$ cat src/rtl/div11_pkg.sv
// Shared definitions for the divide-by-11 family and its reconstruction
// (re-multiply) datapath.
//
// Contents:
//   DIVISOR, R_W      constant divisor and remainder width
//   MAX_DIGIT_W, T_W  widest supported digit and the matching 11*d+c width
//   state_t           IDLE / RUN / DONE control states
//   mul11_digit()     one 11*d+c digit product, also used by bench models
package div11_pkg;

  localparam int DIVISOR     = 11;
  localparam int R_W         = 4;
  localparam int MAX_DIGIT_W = 8;
  localparam int T_W         = MAX_DIGIT_W + R_W;

  typedef enum logic [1:0] {
    IDLE = 2'd0,
    RUN  = 2'd1,
    DONE = 2'd2
  } state_t;

  // Returns {carry_out, digit_out} for a digit of up to MAX_DIGIT_W bits.
  // The result is exact for any 4-bit carry, including the 11..15 values
  // that an illegal remainder can produce:
  // 11*(2^D - 1) + 15 < 2^(D+4) for every D.
  function automatic logic [T_W-1:0] mul11_digit(
    input logic [MAX_DIGIT_W-1:0] digit,
    input logic [R_W-1:0]         carry
  );
    return T_W'(digit) * T_W'(DIVISOR) + T_W'(carry);
  endfunction

endpackage

$ cat src/rtl/mul11_recon_serial_if.sv
// Operand/result handshake bundle for mul11_recon_serial.
//
// Signals:
//   in_valid, in_ready, in_q[Q_W], in_r[4]       operand side
//   out_valid, out_ready, out_x[Q_W+4],
//   out_ovf, out_rerr                            result side
//
// Modports:
//   master  producer/consumer side (drives operands, accepts results)
//   slave   the reconstruction block
interface mul11_recon_serial_if #(
  parameter int Q_W = 32
);
  import div11_pkg::*;

  logic               in_valid;
  logic               in_ready;
  logic [Q_W-1:0]     in_q;
  logic [R_W-1:0]     in_r;
  logic               out_valid;
  logic               out_ready;
  logic [Q_W+R_W-1:0] out_x;
  logic               out_ovf;
  logic               out_rerr;

  modport master (
    output in_valid, in_q, in_r, out_ready,
    input  in_ready, out_valid, out_x, out_ovf, out_rerr
  );

  modport slave (
    input  in_valid, in_q, in_r, out_ready,
    output in_ready, out_valid, out_x, out_ovf, out_rerr
  );

endinterface

$ cat src/rtl/mul11_recon_serial_digit_step.sv
// mul11_digit_step: the combinational DIGIT_W-bit slice of 11*d + c.
//
// Ports:
//   digit      in   DIGIT_W  current quotient digit
//   carry_in   in   4        carry from the previous digit
//   digit_out  out  DIGIT_W  low DIGIT_W bits of 11*digit + carry_in
//   carry_out  out  4        11*digit + carry_in >> DIGIT_W
module mul11_digit_step
  import div11_pkg::*;
#(
  parameter int DIGIT_W = 4
) (
  input  logic [DIGIT_W-1:0] digit,
  input  logic [R_W-1:0]     carry_in,
  output logic [DIGIT_W-1:0] digit_out,
  output logic [R_W-1:0]     carry_out
);

  logic [T_W-1:0] t_full;

  assign t_full    = mul11_digit(MAX_DIGIT_W'(digit), carry_in);
  assign digit_out = DIGIT_W'(t_full);
  assign carry_out = R_W'(t_full >> DIGIT_W);

endmodule

$ cat src/rtl/mul11_recon_serial.sv
// mul11_recon_serial: rebuilds x = 11*q + r from a quotient and remainder,
// DIGIT_W quotient bits per cycle, least significant digit first.
//
// Ports:
//   clk   in   rising-edge clock
//   rst   in   asynchronous active-high reset
//   bus   slave modport of mul11_recon_serial_if:
//           in_valid/in_ready/in_q/in_r          operand handshake
//           out_valid/out_ready/out_x/out_ovf/
//           out_rerr                             result handshake
//
// Legal DIGIT_W values are 1, 2, 4 and 8; Q_W must be a multiple of DIGIT_W.
// A result appears N_DIG = Q_W/DIGIT_W edges after the accept edge and is
// held in DONE until the consumer takes it.
module mul11_recon_serial
  import div11_pkg::*;
#(
  parameter int Q_W     = 32,
  parameter int DIGIT_W = 4
) (
  input  logic               clk,
  input  logic               rst,
  mul11_recon_serial_if.slave bus
);

  localparam int N_DIG = Q_W / DIGIT_W;
  localparam int CNT_W = (N_DIG > 1) ? $clog2(N_DIG) : 1;

  state_t             state, state_nxt;
  logic [Q_W-1:0]     q_sh;
  logic [Q_W-1:0]     res;
  logic [Q_W-1:0]     res_nxt;
  logic [R_W-1:0]     carry;
  logic [R_W-1:0]     carry_nxt;
  logic [DIGIT_W-1:0] digit_out;
  logic [CNT_W-1:0]   dig_cnt;
  logic               rerr;
  logic               last_dig;

  logic [Q_W+R_W-1:0] out_x_q;
  logic               out_ovf_q;
  logic               out_rerr_q;

  mul11_digit_step #(
    .DIGIT_W (DIGIT_W)
  ) u_step (
    .digit     (q_sh[DIGIT_W-1:0]),
    .carry_in  (carry),
    .digit_out (digit_out),
    .carry_out (carry_nxt)
  );

  // Product digits enter from the MSB side, so after N_DIG shifts the first
  // (least significant) digit has arrived at bit 0.
  assign res_nxt  = Q_W'({digit_out, res} >> DIGIT_W);
  assign last_dig = (dig_cnt == CNT_W'(N_DIG - 1));

  always_ff @(posedge clk or posedge rst) begin
    if (rst) begin
      state <= IDLE;
    end else begin
      state <= state_nxt;
    end
  end

  // NOTE: every signal written here gets a default before the case, so no
  // path leaves it unassigned and no latch is inferred.
  always_comb begin
    state_nxt = state;
    case (state)
      IDLE:    if (bus.in_valid)  state_nxt = RUN;
      RUN:     if (last_dig)      state_nxt = DONE;
      DONE:    if (bus.out_ready) state_nxt = IDLE;
      default:                    state_nxt = IDLE;
    endcase
  end

  // Handshake flags come straight from the state register, so there is no
  // combinational path from any input to any output.
  assign bus.in_ready  = (state == IDLE);
  assign bus.out_valid = (state == DONE);

  // NOTE: clocked state uses non-blocking assignments so every register
  // samples pre-edge values regardless of statement order.
  always_ff @(posedge clk or posedge rst) begin
    if (rst) begin
      q_sh       <= '0;
      res        <= '0;
      carry      <= '0;
      rerr       <= 1'b0;
      dig_cnt    <= '0;
      out_x_q    <= '0;
      out_ovf_q  <= 1'b0;
      out_rerr_q <= 1'b0;
    end else begin
      case (state)
        IDLE: begin
          if (bus.in_valid) begin
            q_sh    <= bus.in_q;
            carry   <= bus.in_r;
            rerr    <= (bus.in_r >= R_W'(DIVISOR));
            dig_cnt <= '0;
          end
        end
        RUN: begin
          q_sh    <= q_sh >> DIGIT_W;
          res     <= res_nxt;
          carry   <= carry_nxt;
          dig_cnt <= dig_cnt + CNT_W'(1);
          if (last_dig) begin
            // The final carry is the top R_W bits of 11*q + r.
            out_x_q    <= {carry_nxt, res_nxt};
            out_ovf_q  <= (carry_nxt != '0);
            out_rerr_q <= rerr;
          end
        end
        default: ;
      endcase
    end
  end

  assign bus.out_x    = out_x_q;
  assign bus.out_ovf  = out_ovf_q;
  assign bus.out_rerr = out_rerr_q;

endmodule
$ cat src/flat_wrapper.sv
// flat-port wrapper written by rule: the top's interface ports become plain ports
module mul11_recon_serial_flat import div11_pkg::*;
#(
  parameter int Q_W     = 32,
  parameter int DIGIT_W = 4
)
  (clk, rst, bus_in_valid, bus_in_q, bus_in_r, bus_out_ready, bus_in_ready, bus_out_valid, bus_out_x, bus_out_ovf, bus_out_rerr);
  mul11_recon_serial_if #(.Q_W(Q_W)) bus_i ();
  input  logic clk;
  input  logic rst;
  input wire logic [$bits(bus_i.in_valid)-1:0] bus_in_valid;
  input wire logic [$bits(bus_i.in_q)-1:0] bus_in_q;
  input wire logic [$bits(bus_i.in_r)-1:0] bus_in_r;
  input wire logic [$bits(bus_i.out_ready)-1:0] bus_out_ready;
  output wire logic [$bits(bus_i.in_ready)-1:0] bus_in_ready;
  output wire logic [$bits(bus_i.out_valid)-1:0] bus_out_valid;
  output wire logic [$bits(bus_i.out_x)-1:0] bus_out_x;
  output wire logic [$bits(bus_i.out_ovf)-1:0] bus_out_ovf;
  output wire logic [$bits(bus_i.out_rerr)-1:0] bus_out_rerr;
  assign bus_i.in_valid = bus_in_valid;
  assign bus_i.in_q = bus_in_q;
  assign bus_i.in_r = bus_in_r;
  assign bus_i.out_ready = bus_out_ready;
  assign bus_in_ready = bus_i.in_ready;
  assign bus_out_valid = bus_i.out_valid;
  assign bus_out_x = bus_i.out_x;
  assign bus_out_ovf = bus_i.out_ovf;
  assign bus_out_rerr = bus_i.out_rerr;
  mul11_recon_serial #(.Q_W(Q_W), .DIGIT_W(DIGIT_W)) u_core (.clk(clk), .rst(rst), .bus(bus_i));
endmodule
$ cat config.mk
export PLATFORM = sky130hd
export DESIGN_NAME = mul11_recon_serial_flat
export DESIGN_NICKNAME = d
export VERILOG_FILES = /design/src/rtl/div11_pkg.sv /design/src/rtl/mul11_recon_serial_if.sv /design/src/rtl/mul11_recon_serial_digit_step.sv /design/src/rtl/mul11_recon_serial.sv /design/src/flat_wrapper.sv
export SDC_FILE = /design/constraint.sdc
export NUM_CORES = 1
export LEC_CHECK = 0
export CAP_MARGIN = 5
export CORE_ASPECT_RATIO = 0.5
export CORE_UTILIZATION = 40
export CTS_CLUSTER_SIZE = 12
export DETAILED_ROUTE_END_ITERATION = 10
export PLACE_DENSITY_LB_ADDON = 0.1
export SETUP_SLACK_MARGIN = 0.3
export SYNTH_ARGS = -nofsm -noshare
export SYNTH_HDL_FRONTEND = slang
export SYNTH_HIERARCHICAL = 1
export SYNTH_SLANG_ARGS = --single-unit
$ cat constraint.sdc
create_clock -name clk -period 3.8 [get_ports clk]
set_input_delay 0.57 -clock clk [delete_from_list [all_inputs] [get_ports clk]]
set_output_delay 0.57 -clock clk [all_outputs]
set_load 0.01 [all_outputs]
==> reports/qor.yml, run 1 <==
wl_met1_um: 5382
root_buffer: "clkbuf_16"
dpl.hpwl_um: 7166
r2r-end: "u_core/bus.out_ovf"
antenna_found_initial: 0
ys_types: 36
period_share: 0.7999
p_leak_nw: 2.765
rrSetupSlack_ns: 0.76
setup_viol: 0
synthesis.nets: 544
grt_use_total: 0.1826
clk_pin_slew_ns: 0.07
drtIter0Drc: 194
io_pins: 80
cts_max_path_buffers: 2
setup.worst_path.end: "u_core/bus.out_ovf"
numCtsBuffers: 9
fmax_mhz: 329.0
rows: 28
ant_nets: 0
layout_commonest_cell: "dfrtp_1"
ys_ff_latch: 108
synth_fa_ha_area_frac: 0.06219
yosys_warnings: 6
initial_utilization: 0.4165
dieArea_um2: 12950
firstDrtPassIters: 4
post_cts_buffers: 0
worstPathMaxFanout: 5
slew_headroom: 0.5349
status: "finished clean"
worst_pin_slew_ns: 0.6977
clk_latency_ns: 0.34
critPathArrivalTime_ns: 3.24
synthXorXnorAreaFrac: 0.005266
cts_tree: "built"
nets: 614
synthesis.area_um2: 4990
grt-ovfl-total: 0
final_cell_mix: "107 x dfrtp_1, 98 x nand2_1, 79 x clkdlybuf4s50_1"
gp_congestion: 0.8729
r2r_start: "u_core/q_sh[0]"
yosys.area_share.simple: 0.1881
cts_hold_buf: 0
num_antenna_cells: 0
die-height_um: 80.98
grt_pass1_vias: 3670
critPathRequiredTime_ns: 4.00
powerDensity_nw_per_um2: 1023
slew_violations: 0
peakVddDrop_uv: 460.0
hold_viol_final: 0
drv_cap: 0
rsz0062_at_grt: "false"
dr.max_layer_used: "met4"
synth_compound_area_frac: 0.07673
syn_area_per_cell_um2: 10.37
die_w_um: 160.0
finalSetupTns_ns: 0
drt-total-wl_um: 10800
synth-seq-area-share: 0.5416
clock_skew_ns: 0.007492
grt_max_degree: 54
fillCellCount: 1153
drc: 0
worst_hold_slack_ns: 0.4774
met2_length_um: 4914
critPathLaunch: "u_core/q_sh[0]"
route.detailed.wl_per_inst_um: 14.97
end_kind: "flip-flop"
final.min_clock_period_ns: 3.040
grt_pass1_wl_um: 18400
cts_num_sinks: 108
yosys-mux-area-fraction: 0.08751
io_buffers: 79
rr_worst_depth: 11
vias_per_cell: 5.140
core_um2: 11980
route.met3.wl_um: 464
synth_cells: 481
num_vias: 3706
synth_top_family_by_area: "simple AND/OR/NAND/NOR gates"
drive_above_1_share: 0.1277
cp-start-kind: "flip-flop"
cts_resized: 0
criticalPathCategory: "flip-flop to flip-flop"
area_growth_pct: 24.55
cts-htree-levels: 3
hold_class: "flip-flop to flip-flop"
[flip-flops by register name, indices dropped and copies added, names as in the netlist, 2 cells and up]
register / cells
u_core/state: 2
u_core/res: 28
u_core/dig_cnt: 3
u_core/bus.out_x: 36
u_core/q_sh: 32
u_core/carry: 4
[layout make-up]
type                       count  area (um2)  area share
timing repair buffer          91       880.8      0.1417
tap                          165       206.4     0.03322
inverter                       9       36.28    0.005839
sequential                   108        2704      0.4351
clock buffer                  10       229.0     0.03684
clock inverter                 6       58.81    0.009462
multi-input combinational    332        2100      0.3378
[per-layer routing]
metal,GRT usage,vias to the layer above
met5,0,-
met4,0.04000,0
met3,0.05005,2
met2,0.2965,75
met1,0.2463,1814
li1,-,1815
[Yosys cell counts (all sizes together)]
library cell  count  area share
o22ai            27       0.034
a211oi            2      0.0030
xnor2             2      0.0035
mux2i             2      0.0040
nor2             14       0.011
nand3b            1      0.0015
nor3             73       0.073
nor2b             1      0.0013
nand2b            8       0.010
o21ba             1      0.0020
a21o              3      0.0048
nand3             1      0.0010
mux2             37       0.084
o32ai             5      0.0088
or4b              1      0.0020
o2111ai           1      0.0018
o31ai             1      0.0015
xor2              1      0.0018
nor4              1      0.0013
a21oi             6      0.0060
ha               20       0.050
nand4b            1      0.0018
clkbuf            5      0.0038
inv               9      0.0068
a31oi             1      0.0013
buf              27       0.028
or2               1      0.0013
a2bb2oi           1      0.0018
dfrtp           108        0.54
nor3b             7       0.011
fa                3       0.012
nand2            98       0.074
o21ai            12       0.012
[report_power, final]
part	switching, mW	total, mW	internal [mW]
Clock	0.439	0.898	0.459
Combinational	1.77	3.35	1.58
Sequential	0.421	2.11	1.69
Total	2.63	6.35	3.73
[cells by family after synthesis]
group,Yosys count
mux,39
flops,108
buf+inv,41
xor+xnor,3
compound gates,60
simple gates,207
fa+ha+maj,23
[worst max-delay path: stages (launching register included)]
cell     delay, ns
dfrtp_1       0.44
ha_1          0.32
ha_1          0.27
inv_1         0.05
fa_1          0.49
inv_1         0.04
ha_1          0.35
a21o_2        0.23
a21oi_1       0.16
xnor2_1       0.15
nor4_1        0.30
o21ai_0       0.10
[through the flow]
stage	worst slack [ns]	util	cells	total power, mW	cell area (um2)
2_1_floorplan	0.3844	-	481	4.452	4990
3_5_place_dp	0.7512	0.4947	705	5.506	5927
6_report	0.7603	0.5187	721	6.355	6215
3_3_place_gp	0.8224	0.4947	705	5.440	5927
4_1_cts	0.7317	0.5187	721	6.439	6215
5_1_grt	0.5292	0.5187	721	6.940	6215
[how the worst min path moves through the flow]
| stage | cells past startpoint | to | slack, ns | from |
|---|---|---|---|---|
| finish | 1 | u_core/dig_cnt[0] | 0.48 | u_core/dig_cnt[0] |
| global route | 1 | u_core/dig_cnt[0] | 0.49 | u_core/dig_cnt[0] |
| CTS | 1 | u_core/dig_cnt[0] | 0.48 | u_core/dig_cnt[0] |
| detailed placement | 2 | u_core/res[6] | 0.47 | u_core/res[6] |
| global placement | 2 | u_core/res[7] | 0.46 | u_core/res[7] |
| floorplan | 2 | u_core/res[4] | 0.44 | u_core/res[4] |
No activity file was read; power rests on OpenSTA's default activity.
==> inputs of run 2 (changes only) <==
clock period = 2.9 ns   (was 3.8 ns; I/O delays follow)
==> reports/qor.yml, run 2 (synthesis gave the netlist of run 1 again) <==
status: "finished clean"
area_growth_pct: 28.51
vias_per_cell: 5.149
io_pins: 80
rows: 28
period_share: 0.9792
finalSetupTns_ns: 0
slew_headroom: 0.6029
cts_num_sinks: 108
crit_chain: "ha_1, ha_1, inv_2, fa_1, inv_2, ha_4, o21ai_2, or4b_4, o2111ai_4, nor3b_2, nor3_1"
die_w_um: 160.0
gp_congestion: 0.8390
initial_utilization: 0.4165
hold_path_depth: 2
cts_tree: "built"
nets: 624
cp-start-kind: "flip-flop"
grt_pass1_vias: 3702
dpl.hpwl_um: 7637
grt_max_degree: 63
drv_cap: 0
slowest_stage: "or4b_4"
num_vias: 3764
hold_viol_final: 0
rsz0062_at_grt: "true"
drtIter0Drc: 240
end_kind: "flip-flop"
core_um2: 11980
firstDrtPassIters: 4
clk_latency_ns: 0.35
critPathArrivalTime_ns: 3.10
setup_viol: 0
final_util: 0.5352
worst_pin_slew_ns: 0.5944
rr_worst_depth: 11
drt-total-wl_um: 11410
p_leak_nw: 2.846
critPathRequiredTime_ns: 3.16
max_stage_delay_ns: 0.49
worst_hold_slack_ns: 0.4748
grt-ovfl-total: 0
grt_pass1_wl_um: 19220
antenna_found_initial: 0
worstPathMaxFanout: 4
numCtsBuffers: 9
peakVddDrop_uv: 889.9
fmax_mhz: 352.2
crit_cells: 11
layout_commonest_cell: "dfrtp_1"
critPathBufInv: 2
final.min_clock_period_ns: 2.840
dieArea_um2: 12950
drc: 0
clock_skew_ns: 0.01046
clk_pin_slew_ns: 0.08
cts_max_path_buffers: 2
die-height_um: 80.98
ant_nets: 0
largest_reg_flops: 36
slew_violations: 0
route.detailed.wl_per_inst_um: 15.60
critical-path-top-delay-family: "adder cells"
powerDensity_nw_per_um2: 1510
final_cell_mix: "106 x dfrtp_1, 98 x nand2_1, 79 x clkdlybuf4s50_1"
grt_use_total: 0.1910
hold_class: "flip-flop to flip-flop"
drive_above_1_share: 0.1714
num_antenna_cells: 0
root_buffer: "clkbuf_16"
io_buffers: 79
criticalPathCategory: "flip-flop to flip-flop"
cts-htree-levels: 3
## run 2: timing repair
action / 4_1_cts / 5_1_grt
setup endpoints to repair: 8 / 9
setup buffers: 3 / 3
gates resized for setup: 3 / 15
pin swaps: 4 / 11
hold buffers: 0 / 0
## run 2: cell type report
type / count / area, um2
clock buffer: 10 / 239.0
clock inverter: 6 / 62.56
fill: 1098 / 5569
inverter: 9 / 37.54
multi-input combinational: 332 / 2190
sequential: 108 / 2705
tap: 165 / 206.4
timing repair buffer: 101 / 972.2
## run 2: power by group
part	internal [mW]	switching, mW	leakage (nW)	total [mW]
Sequential	2.22	0.521	1.33	2.74
Combinational	2.88	2.84	1.37	5.72
Clock	0.630	0.596	0.148	1.23
Total	5.73	3.95	2.85	9.68
## run 2: per-stage QoR
stage	area [um2]	instances	total power, mW	setup WS (ns)
final	6412	731	9.680	0.06043
after CTS	6332	728	8.944	0.08015
after detailed placement	5997	709	7.529	0.04995
after global placement	5997	709	7.446	0.04805
after floorplan	5020	481	6.048	0.1521
after global routing	6412	731	10.52	-0.07358
## run 2: tightest hold or removal path, cell delays in order, from the launching register on
cell and delay, ns:
dfrtp_1 0.34, nand2_1 0.05, nand2_1 0.05
## run 2: metal layers
| metal | track usage | vias to the layer above | share of wire |
|---|---|---|---|
| met5 | 0 | - | 0 |
| met4 | 0.04476 | 0 | 0.0072 |
| met3 | 0.04954 | 6 | 0.042 |
| met2 | 0.3030 | 87 | 0.46 |
| met1 | 0.2641 | 1823 | 0.49 |
| li1 | - | 1848 | - |
## run 2: worst paths after layout
| kind | from | to | slack, ns |
|---|---|---|---|
| worst max-delay path | u_core/q_sh[0] | u_core/carry[2] | 0.06 |
| worst min-delay path | u_core/res[4] | u_core/res[4] | 0.47 |
| worst max register to register | u_core/q_sh[0] | u_core/carry[2] | 0.06 |
| worst min register to register | u_core/res[4] | u_core/res[4] | 0.47 |
| max in group asynchronous | rst | u_core/q_sh[1] | 1.66 |
| min in group asynchronous | rst | u_core/bus.out_x[4] | 0.51 |
==> inputs of run 3 (changes only) <==
MAX_ROUTING_LAYER = met4   (was unset)
==> reports/qor.yml, run 3 (synthesis gave the netlist of run 1 again) <==
grt-ovfl-total: 0
total_power_mw: 9.687
r2r-end: "u_core/bus.out_ovf"
layout_commonest_cell: "dfrtp_1"
io_buffers: 79
worstPathMaxFanout: 4
place_worst_setup_slack_ns: 0.04995
final.min_clock_period_ns: 2.793
cts_tree: "built"
end_kind: "flip-flop"
powerDensity_nw_per_um2: 1511
drt-total-wl_um: 11430
area_growth_pct: 28.51
worst_pin_slew_ns: 0.5918
largest_reg_flops: 36
clk_latency_ns: 0.35
whs_endpoint: "u_core/res[4]"
grt_use_total: 0.1977
firstDrtPassIters: 4
antenna_found_initial: 0
status: "finished clean"
slew_violations: 0
nets: 624
rows: 28
final_cell_mix: "106 x dfrtp_1, 98 x nand2_1, 79 x clkdlybuf4s50_1"
drc: 0
cp-start-kind: "flip-flop"
die_w_um: 160.0
power_frac_clock: 0.127
die-height_um: 80.98
route.detailed.wl_per_inst_um: 15.63
io_pins: 80
cts_hold_buf: 0
vias_per_cell: 5.148
gp_congestion: 0.8519
critPathArrivalTime_ns: 3.02
setup_viol: 0
clock_skew_ns: 0.008018
drive_above_1_share: 0.1714
drv_cap: 0
core_um2: 11980
r2r_start: "u_core/q_sh[0]"
rr_worst_depth: 11
dieArea_um2: 12950
grt_pass1_wl_um: 19240
cts_max_path_buffers: 2
criticalPathCategory: "flip-flop to flip-flop"
dpl.hpwl_um: 7637
switchingPower_mw: 3.959
final_util: 0.5352
grt_pass1_vias: 3684
cts_num_sinks: 108
grt_max_degree: 63
slew_headroom: 0.6046
hold_class: "flip-flop to flip-flop"
peakVddDrop_uv: 894.9
rrSetupSlack_ns: 0.11
ant_nets: 0
hold_viol_final: 0
hold_path_startpoint: "u_core/res[4]"
drtIter0Drc: 254
initial_utilization: 0.4165
rsz0062_at_grt: "true"
finalSetupTns_ns: 0
fin_ws_ns: 0.1074
num_vias: 3763
fillCellCount: 1098
clk_pin_slew_ns: 0.08
numCtsBuffers: 9
power_frac_comb: 0.591
p_sw_frac: 0.4087
hold_path_depth: 2
internal_power_mw: 5.728
fmax_mhz: 358.1
num_antenna_cells: 0
seqPwrFrac: 0.283
p_leak_nw: 2.846
cts-htree-levels: 3
root_buffer: "clkbuf_16"
period_share: 0.9630
critPathRequiredTime_ns: 3.12
[run 3: cell counts in the layout (fill, tap and decap cells not counted)]
No cell type changed its count.
[run 3: power by group through the flow]
stage	combinational, mW	clock [mW]	sequential [mW]
final	5.72	1.23	2.74
after global routing	6.35	1.33	2.84
after CTS	4.93	1.27	2.74
after detailed placement	4.76	0	2.77
after global placement	4.68	0	2.76
after floorplan	3.35	0	2.70
[run 3: critical path: stages (launching register included)]
cell and delay, ns:
dfrtp_1 0.38, ha_1 0.30, ha_1 0.29, inv_2 0.04, fa_1 0.48, inv_2 0.04, ha_4 0.23, a211oi_2 0.24
nor3_1 0.06, nand4b_1 0.24, nor4_2 0.27, o21ai_1 0.09
[run 3: through the flow]
stage / hold slack (ns) / area, um2 / cells
finish: 0.4740 / 6412 / 731
global route: 0.5186 / 6412 / 731
CTS: 0.4787 / 6332 / 728
detailed placement: 0.4587 / 5997 / 709
global placement: 0.4585 / 5997 / 709
floorplan: 0.4418 / 5020 / 481
[run 3: area by class of cell]
type	count	area, um2	area share
flip-flops and latches	108	2705	0.4219
well taps	165	206.4	0.03220
multi-input cells	332	2190	0.3415
repair buffers	101	972.2	0.1516
inverters	9	37.54	0.005854
clock inverters	6	62.56	0.009756
clock buffers	10	239.0	0.03727
[run 3: worst max path at each step]
stage / from / end
floorplan: u_core/q_sh[2] / u_core/bus.out_ovf
global placement: u_core/q_sh[2] / u_core/bus.out_ovf
detailed placement: u_core/q_sh[2] / u_core/carry[2]
CTS: u_core/q_sh[2] / u_core/carry[2]
global route: u_core/q_sh[0] / u_core/bus.out_ovf
finish: u_core/q_sh[0] / u_core/bus.out_ovf
[run 3: timing repair]
action | in CTS | in global routing
pin swaps | 4 | 9
endpoints found under the setup margin | 8 | 9
resized for setup | 3 | 15
buffers inserted | 3 | 3
[run 3: layer usage]
metal	routed length (um)	vias up	track usage
li1	-	1842	-
met1	5696	1830	0.2657
met2	5196	84	0.3030
met3	441	7	0.04954
met4	94	0	0.04476
met5	0	-	-
